[config.mk]
export PLATFORM = sky130hd
export DESIGN_NAME = cdb_arbiter
export DESIGN_NICKNAME = d
export VERILOG_FILES = /design/src/rtl/my_package.sv /design/src/rtl/cdb_arbiter_rr_pick.sv /design/src/rtl/cdb_arbiter.sv
export SDC_FILE = /design/constraint.sdc
export NUM_CORES = 1
export LEC_CHECK = 0
export BUFFER_PORTS_ARGS = -buffer_cell sky130_fd_sc_hd__buf_2
export CELL_PAD_IN_SITES_DETAIL_PLACEMENT = 1
export CELL_PAD_IN_SITES_GLOBAL_PLACEMENT = 1
export CORE_MARGIN = 2
export CORE_UTILIZATION = 28
export DETAILED_ROUTE_END_ITERATION = 12
export PLACE_DENSITY = 0.9
export SLEW_MARGIN = 30
export SYNTH_ARGS = -nofsm -noshare
export SYNTH_HDL_FRONTEND = slang
export SYNTH_SLANG_ARGS = --single-unit
[constraint.sdc]
create_clock -name clk -period 4.4 [get_ports clk]
set_input_delay 0.44 -clock clk [delete_from_list [all_inputs] [get_ports clk]]
set_output_delay 0.44 -clock clk [all_outputs]
set_load 0.005 [all_outputs]
[src/rtl/my_package.sv]
// Shared types for the common data bus: ROB tag width, broadcast record and a tag compare helper.
package my_package;

  localparam int ROB_WIDTH = 6;

  typedef struct packed {
    logic                 valid;
    logic [ROB_WIDTH-1:0] tag;
    logic [31:0]          data;
  } cdb_t;

  function automatic logic tag_match(input logic [ROB_WIDTH-1:0] a,
                                     input logic [ROB_WIDTH-1:0] b);
    return a == b;
  endfunction

endpackage

[src/rtl/cdb_arbiter_rr_pick.sv]
// rr_pick: combinational wrap-around scan; picks the first set request at or above start.
module rr_pick #(
  parameter  int N_REQ = 4,
  localparam int IW    = (N_REQ > 1) ? $clog2(N_REQ) : 1
) (
  input  logic [N_REQ-1:0] req,
  input  logic [IW-1:0]    start,
  output logic [N_REQ-1:0] grant,
  output logic [IW-1:0]    idx
);

  int   j;
  logic found;

  always_comb begin
    grant = '0;
    idx   = '0;
    found = 1'b0;
    j     = 0;
    for (int off = 0; off < N_REQ; off++) begin
      j = (int'(start) + off) % N_REQ;
      if (!found && req[j]) begin
        found    = 1'b1;
        grant[j] = 1'b1;
        idx      = IW'(j);
      end
    end
  end

endmodule

[src/rtl/cdb_arbiter.sv]
// cdb_arbiter: grants one result producer per cycle onto a registered common data bus.
// Define CDB_ARB_ROUND_ROBIN_EN for round-robin arbitration; otherwise lowest index wins.
module cdb_arbiter
  import my_package::*;
#(
  parameter  int N_REQ     = 4,
  parameter  int ROB_WIDTH = my_package::ROB_WIDTH,
  localparam int IW        = $clog2(N_REQ)
) (
  input  logic                            clk,
  input  logic                            rstn,
  input  logic                            flush,
  input  logic [N_REQ-1:0]                req_valid,
  input  logic [N_REQ-1:0][ROB_WIDTH-1:0] req_tag,
  input  logic [N_REQ-1:0][31:0]          req_data,
  output logic [N_REQ-1:0]                req_ready,
  output cdb_t                            cdb,
  output logic [IW-1:0]                   grant_idx
);

  logic [N_REQ-1:0] valid_eff;
  logic [N_REQ-1:0] pick_grant;
  logic [IW-1:0]    pick_idx;
  logic [IW-1:0]    start;
  logic             any_grant;

  cdb_t             cdb_q, cdb_d;
  logic [IW-1:0]    grant_idx_q, grant_idx_d;

  // Reset and flush both mask every request, so nothing is granted or consumed.
  assign valid_eff = (rstn && !flush) ? req_valid : '0;
  assign any_grant = |pick_grant;
  assign req_ready = pick_grant;

  rr_pick #(.N_REQ(N_REQ)) u_pick (
    .req   (valid_eff),
    .start (start),
    .grant (pick_grant),
    .idx   (pick_idx)
  );

`ifdef CDB_ARB_ROUND_ROBIN_EN
  logic [IW-1:0] ptr_q, ptr_d;

  assign start = ptr_q;

  always_comb begin
    ptr_d = ptr_q;
    if (any_grant) begin
      ptr_d = (pick_idx == IW'(N_REQ - 1)) ? '0 : pick_idx + 1'b1;
    end
  end

  always_ff @(posedge clk) begin
    if (!rstn) ptr_q <= '0;
    else       ptr_q <= ptr_d;
  end
`else
  assign start = '0;
`endif

  // Tag, data and index hold through idle cycles; only valid drops.
  always_comb begin
    cdb_d       = cdb_q;
    grant_idx_d = grant_idx_q;
    cdb_d.valid = any_grant;
    if (any_grant) begin
      cdb_d.tag   = req_tag[pick_idx];
      cdb_d.data  = req_data[pick_idx];
      grant_idx_d = pick_idx;
    end
  end

  always_ff @(posedge clk) begin
    if (!rstn) begin
      cdb_q       <= '0;
      grant_idx_q <= '0;
    end else begin
      cdb_q       <= cdb_d;
      grant_idx_q <= grant_idx_d;
    end
  end

  assign cdb       = cdb_q;
  assign grant_idx = grant_idx_q;

endmodule

# Yosys cells after proc, flatten, opt, wreduce, memory -nomap -nowiden
# Cells that the tools add are included.
# word_totals
regBits	41
in_bits	159
output_inout_bits	45
word_cells	29
# classes
n_lt_le_gt_ge	1
n_mux	15
n_reduce_logical	9
# op_table
op	count
$bmux W32 S2	1
$mux W32	1
$bmux W6 S2	1
$mux W4	2
$mux W2	3
$mux W6	1
$mux W1	5
$logic_and A1 B1 Y1	4
$logic_not A1 Y1	4
$reduce_or A4 Y1	1
$lt A2 B3 Y1 const B	1
$mux W3	1

# Longest topological paths before layout
# depth
depth_word	15
mapped_depth	6
mapped_depth_nobuf	4

# By module
# From an unflattened synthesis, not the netlist that was laid out.
# unflattened
cells_unflattened	194
area_unflattened_um2	2633.8
# by_module_without_submodules
module	n_inst	cells_each	area_per_inst_um2	seq_area_each_um2
cdb_arbiter	1	146	2229.6	820.8
rr_pick	1	48	404.1	0.0

# Worst setup path before layout
# No wires, ideal clock.
# synth_timing
path_type	input to register
start	input port flush
end	register cdb_q, in the netlist cdb[0]
setup_ns	0.142
arrival_time_ns	1.590
required_time_ns	4.258
slack_ns	2.668
stages	6
n_path_buf	2
cell_sequence	or3b_1 buf_2 buf_2 a211oi_1 o21a_1 a311oi_1
# synth_via
elab_chain_len	15
elab_cells_between_ends	22
cone_classes	mux: 13; reduce/logical: 9
# synth_rtl
element	line	text
from (decl)	cdb_arbiter.sv:12	input logic flush,
$logic_not A1 Y1 (*)	cdb_arbiter.sv:31	assign valid_eff = (rstn && !flush) ? req_valid : '0;
$logic_and A1 B1 Y1 (*)	cdb_arbiter.sv:31	
$mux W4 (*)	cdb_arbiter.sv:31	
$mux W1	cdb_arbiter_rr_pick.sv:22	if (!found && req[j]) begin
$logic_not A1 Y1	cdb_arbiter_rr_pick.sv:22	
$logic_and A1 B1 Y1	cdb_arbiter_rr_pick.sv:22	
$mux W1	cdb_arbiter_rr_pick.sv:22	
$logic_not A1 Y1	cdb_arbiter_rr_pick.sv:22	
$logic_and A1 B1 Y1	cdb_arbiter_rr_pick.sv:22	
$mux W1	cdb_arbiter_rr_pick.sv:22	
$logic_not A1 Y1	cdb_arbiter_rr_pick.sv:22	
$logic_and A1 B1 Y1	cdb_arbiter_rr_pick.sv:22	
$mux W2	cdb_arbiter_rr_pick.sv:22	
$bmux W32 S2	cdb_arbiter.sv:69	cdb_d.data = req_data[pick_idx];
$mux W32 (implied by the code)	cdb_arbiter.sv:69	
to (signal assigned)	cdb_arbiter.sv:76	cdb_q <= '0;
to (signal assigned)	cdb_arbiter.sv:79	cdb_q <= cdb_d;
to (decl)	cdb_arbiter.sv:27	cdb_t cdb_q, cdb_d;
# Mark *: on every way between the ends. The rest lies on a longest branch, timed or not. The select of a mux whose other input is x is not followed.
# A chain may end at the register's enable or synchronous reset.

# Worst setup path after layout
# layout_timing
start	input port rstn
end	register cdb_q, in the netlist cdb[16]
# layout_via
elab_chain_len	14
elab_cells_between_ends	21
cone_classes	mux: 13; reduce/logical: 8
# layout_rtl
element	line	text
from (decl)	cdb_arbiter.sv:11	input logic rstn,
$logic_and A1 B1 Y1	cdb_arbiter.sv:31	
$mux W4	cdb_arbiter.sv:31	
$mux W1	cdb_arbiter_rr_pick.sv:22	
$logic_not A1 Y1	cdb_arbiter_rr_pick.sv:22	
$logic_and A1 B1 Y1	cdb_arbiter_rr_pick.sv:22	
$mux W1	cdb_arbiter_rr_pick.sv:22	
$logic_not A1 Y1	cdb_arbiter_rr_pick.sv:22	
$logic_and A1 B1 Y1	cdb_arbiter_rr_pick.sv:22	
$mux W1	cdb_arbiter_rr_pick.sv:22	
$logic_not A1 Y1	cdb_arbiter_rr_pick.sv:22	
$logic_and A1 B1 Y1	cdb_arbiter_rr_pick.sv:22	
$mux W2	cdb_arbiter_rr_pick.sv:22	
$bmux W32 S2	cdb_arbiter.sv:69	
$mux W32 (implied by the code)	cdb_arbiter.sv:69	
# Several ways; a longest one is shown, not always the timed one. The select of a mux whose other input is x is not followed.

==> flow_summary.ini <==
[die]
die_x_um = 101.4
start_util_pct = 28.75
die_h_um = 101.4
num_rows = 35
coreArea_um2 = 9240
die_area_um2 = 10280
io_pins = 204

[setup_path]
cpPeakStageDelay_ns = 0.67
cp-end-kind = flop
cp.required_ns = 4.59
critPathSlowestCell = or3b_4
critPathBufInv = 3
crit_top_cell = buf_4
arrival_ns = 2.82
path_class = in2reg
crit_family = compound AO/OA/AOI/OAI gates
crit_fanout = 44
crit_path_start_kind = primary input
cp_cell_sequence = buf_2, buf_4, or3b_4, a21o_1, buf_4, nand2_1, a311oi_1

[yosys]
netlist_instances = 367
postSynthAreaPerCell_um2 = 7.238
ys.flop_type = dfxtp_1
synth_commonest_cells = nand2_1 (76), nor2_1 (42), dfxtp_1 (41)
synth_area_um2 = 2656
synth_edf_count = 0
synth_most_common_cell = nand2_1
synth_top_area_share_pct = 30.90
synth_top_area_cell = dfxtp_1
syn_nets = 526
ys.warnings.count = 0
yosysUniqueCellTypes = 24
synthArstFlopShare_pct = 0
synth.area.top_cells = dfxtp_1 (31%), a311oi_1 (13%), a211oi_1 (11%)
yosysSeqAreaShare_pct = 30.90
synth_seq_cells = 41

[placed_design]
dp_hpwl_um = 8172
placed_cell_area_um2 = 3722
port_buffers = 203
gp_congestion = 0.8242

[global_routing]
grt_max_degree = 45
grt_pass1_wl_um = 17990
grt_overflow = 0
antenna_found_initial = 0
grt_usage_pct = 21.64
grt_pass1_vias = 3671

[clock_network]
clockBufferDepth = 2
postCtsResizedCells = 0
cts_setup_buffers = 0
numCtsBuffers = 5
cts_sinks = 41
cts_tree = done
root_buffer = clkbuf_8
clk_pin_slew_ns = 0.08
ctsHoldBuffers = 0
cts_htree_levels = 2
clk_latency_ns = 0.28

[detailed_routing]
routed_wl_um = 11270
firstDrtPassIters = 5
drtAntennaViolNets = 0
routedWlPerCell_um = 16.75
avgViaCountPerCell = 5.235
drc_errors = 0
drtIter0Drc = 83
vias = 3523

[power_and_ir_drop]
p_leak_nw = 1.769
power_density_nw_per_um2 = 234.0
total_power_uw = 902.8
ir_drop_v = 0.0001114

[status]
outcome = complete, no violations

[cells_and_area]
utilization_pct = 41.76
layout-drive-gt1-share_pct = 41.18
finalNetCount = 703
area_delta_synth_final_pct = 45.27
diodes = 0
fin_area_um2 = 3859

[timing]
holdWs_ns = 0.4062
period_share_pct = 59.71
worst_slew_pin_slew_ns = 0.9159
skew_ns = 0
setup_violations = 0
max_freq_mhz = 380.6
fin_crit_ns = 2.627
finalMaxSlewViolations = 0
fin_setup_tns_ns = 0
rsz0062_at_grt = no
hold_viol = 0
max-slew-margin-rel_pct = 38.80

[min_path]
hold_class = in2reg

[flow_run]
drv_cap = 0
==> worst min-delay path, cell delays in order <==
cell and delay [ns]:
buf_2 0.10, nand2_1 0.05, a311oi_1 0.07
==> metrics by stage <==
stage	setup WS, ns	std cells
6_report	1.773	673
5_1_grt	1.544	673
2_1_floorplan	2.668	367
3_3_place_gp	1.267	664
3_5_place_dp	1.120	664
4_1_cts	1.431	671
==> worst paths after layout <==
| kind | cells past startpoint | startpoint | to | slack (ns) |
|---|---|---|---|---|
| setup / recovery | 7 | rstn | cdb[16] | 1.77 |
| hold / removal | 3 | req_data[78] | cdb[14] | 0.41 |
| setup reg to reg | 2 | cdb[17] | cdb[17] | 3.57 |
| hold reg to reg | 2 | grant_idx[0] | grant_idx[0] | 0.49 |
==> cells in the final DEF (no fill, tap or decap) <==
cell / Yosys / final
buf_2: 12 / 203
nand2_1: 76 / 76
nor2_1: 42 / 41
dfxtp_1: 41 / 41
a211oi_1: 38 / 38
o21a_1: 38 / 38
o21ai_0: 38 / 38
a311oi_1: 38 / 38
clkbuf_8: 0 / 6
buf_4: 1 / 5
nand2b_1: 3 / 2
a21oi_4: 0 / 2
nor2b_1: 1 / 1
and2_1: 1 / 1
and4bb_2: 1 / 1
and3_1: 1 / 1
nand2b_4: 0 / 1
nor4_1: 2 / 1
nor4_2: 0 / 1
inv_1: 1 / 1
or3b_4: 0 / 1
a21o_1: 1 / 1
nor2_4: 0 / 1
a21boi_0: 1 / 1
o221a_2: 1 / 1
clkbuf_1: 25 / 1
buf_16: 0 / 1
buf_8: 0 / 1
==> metal layers <==
layer,vias to the layer above,GRT usage [%],routed length [µm]
li1,1704,-,-
met1,1650,25.21,4604
met2,147,40.24,5779
met3,22,3.796,657
met4,0,6.341,232
met5,-,0,0
==> area by class of cell <==
cell class              count  area, µm²
clock buffers               7      86.33
fillers                  1227       5381
inverters                   1      3.754
multi-input cells         285       1690
flip-flops and latches     41      820.8
well taps                 129      161.4
repair buffers            210       1096
==> report_power, final <==
part	total [mW]	internal (mW)	switching (mW)	leakage, nW
registers	0.412	0.397	0.0142	0.338
clock network	0.255	0.125	0.131	0.0443
logic	0.236	0.113	0.123	1.39
total	0.903	0.635	0.268	1.77
==> flip-flops by register name, indices dropped and copies added (netlist names) <==
| register | cells |
|---|---|
| cdb | 39 |
| grant_idx | 2 |
==> logic make-up after synthesis <==
| logic type | share of synthesized area [%] |
|---|---|
| AO/OA/AOI/OAI | 42.68 |
| AND/OR/NAND/NOR | 19.36 |
| flip-flops | 30.90 |
| buffers and inverters | 7.065 |
Note: power is estimated with default switching activity, not from simulation.
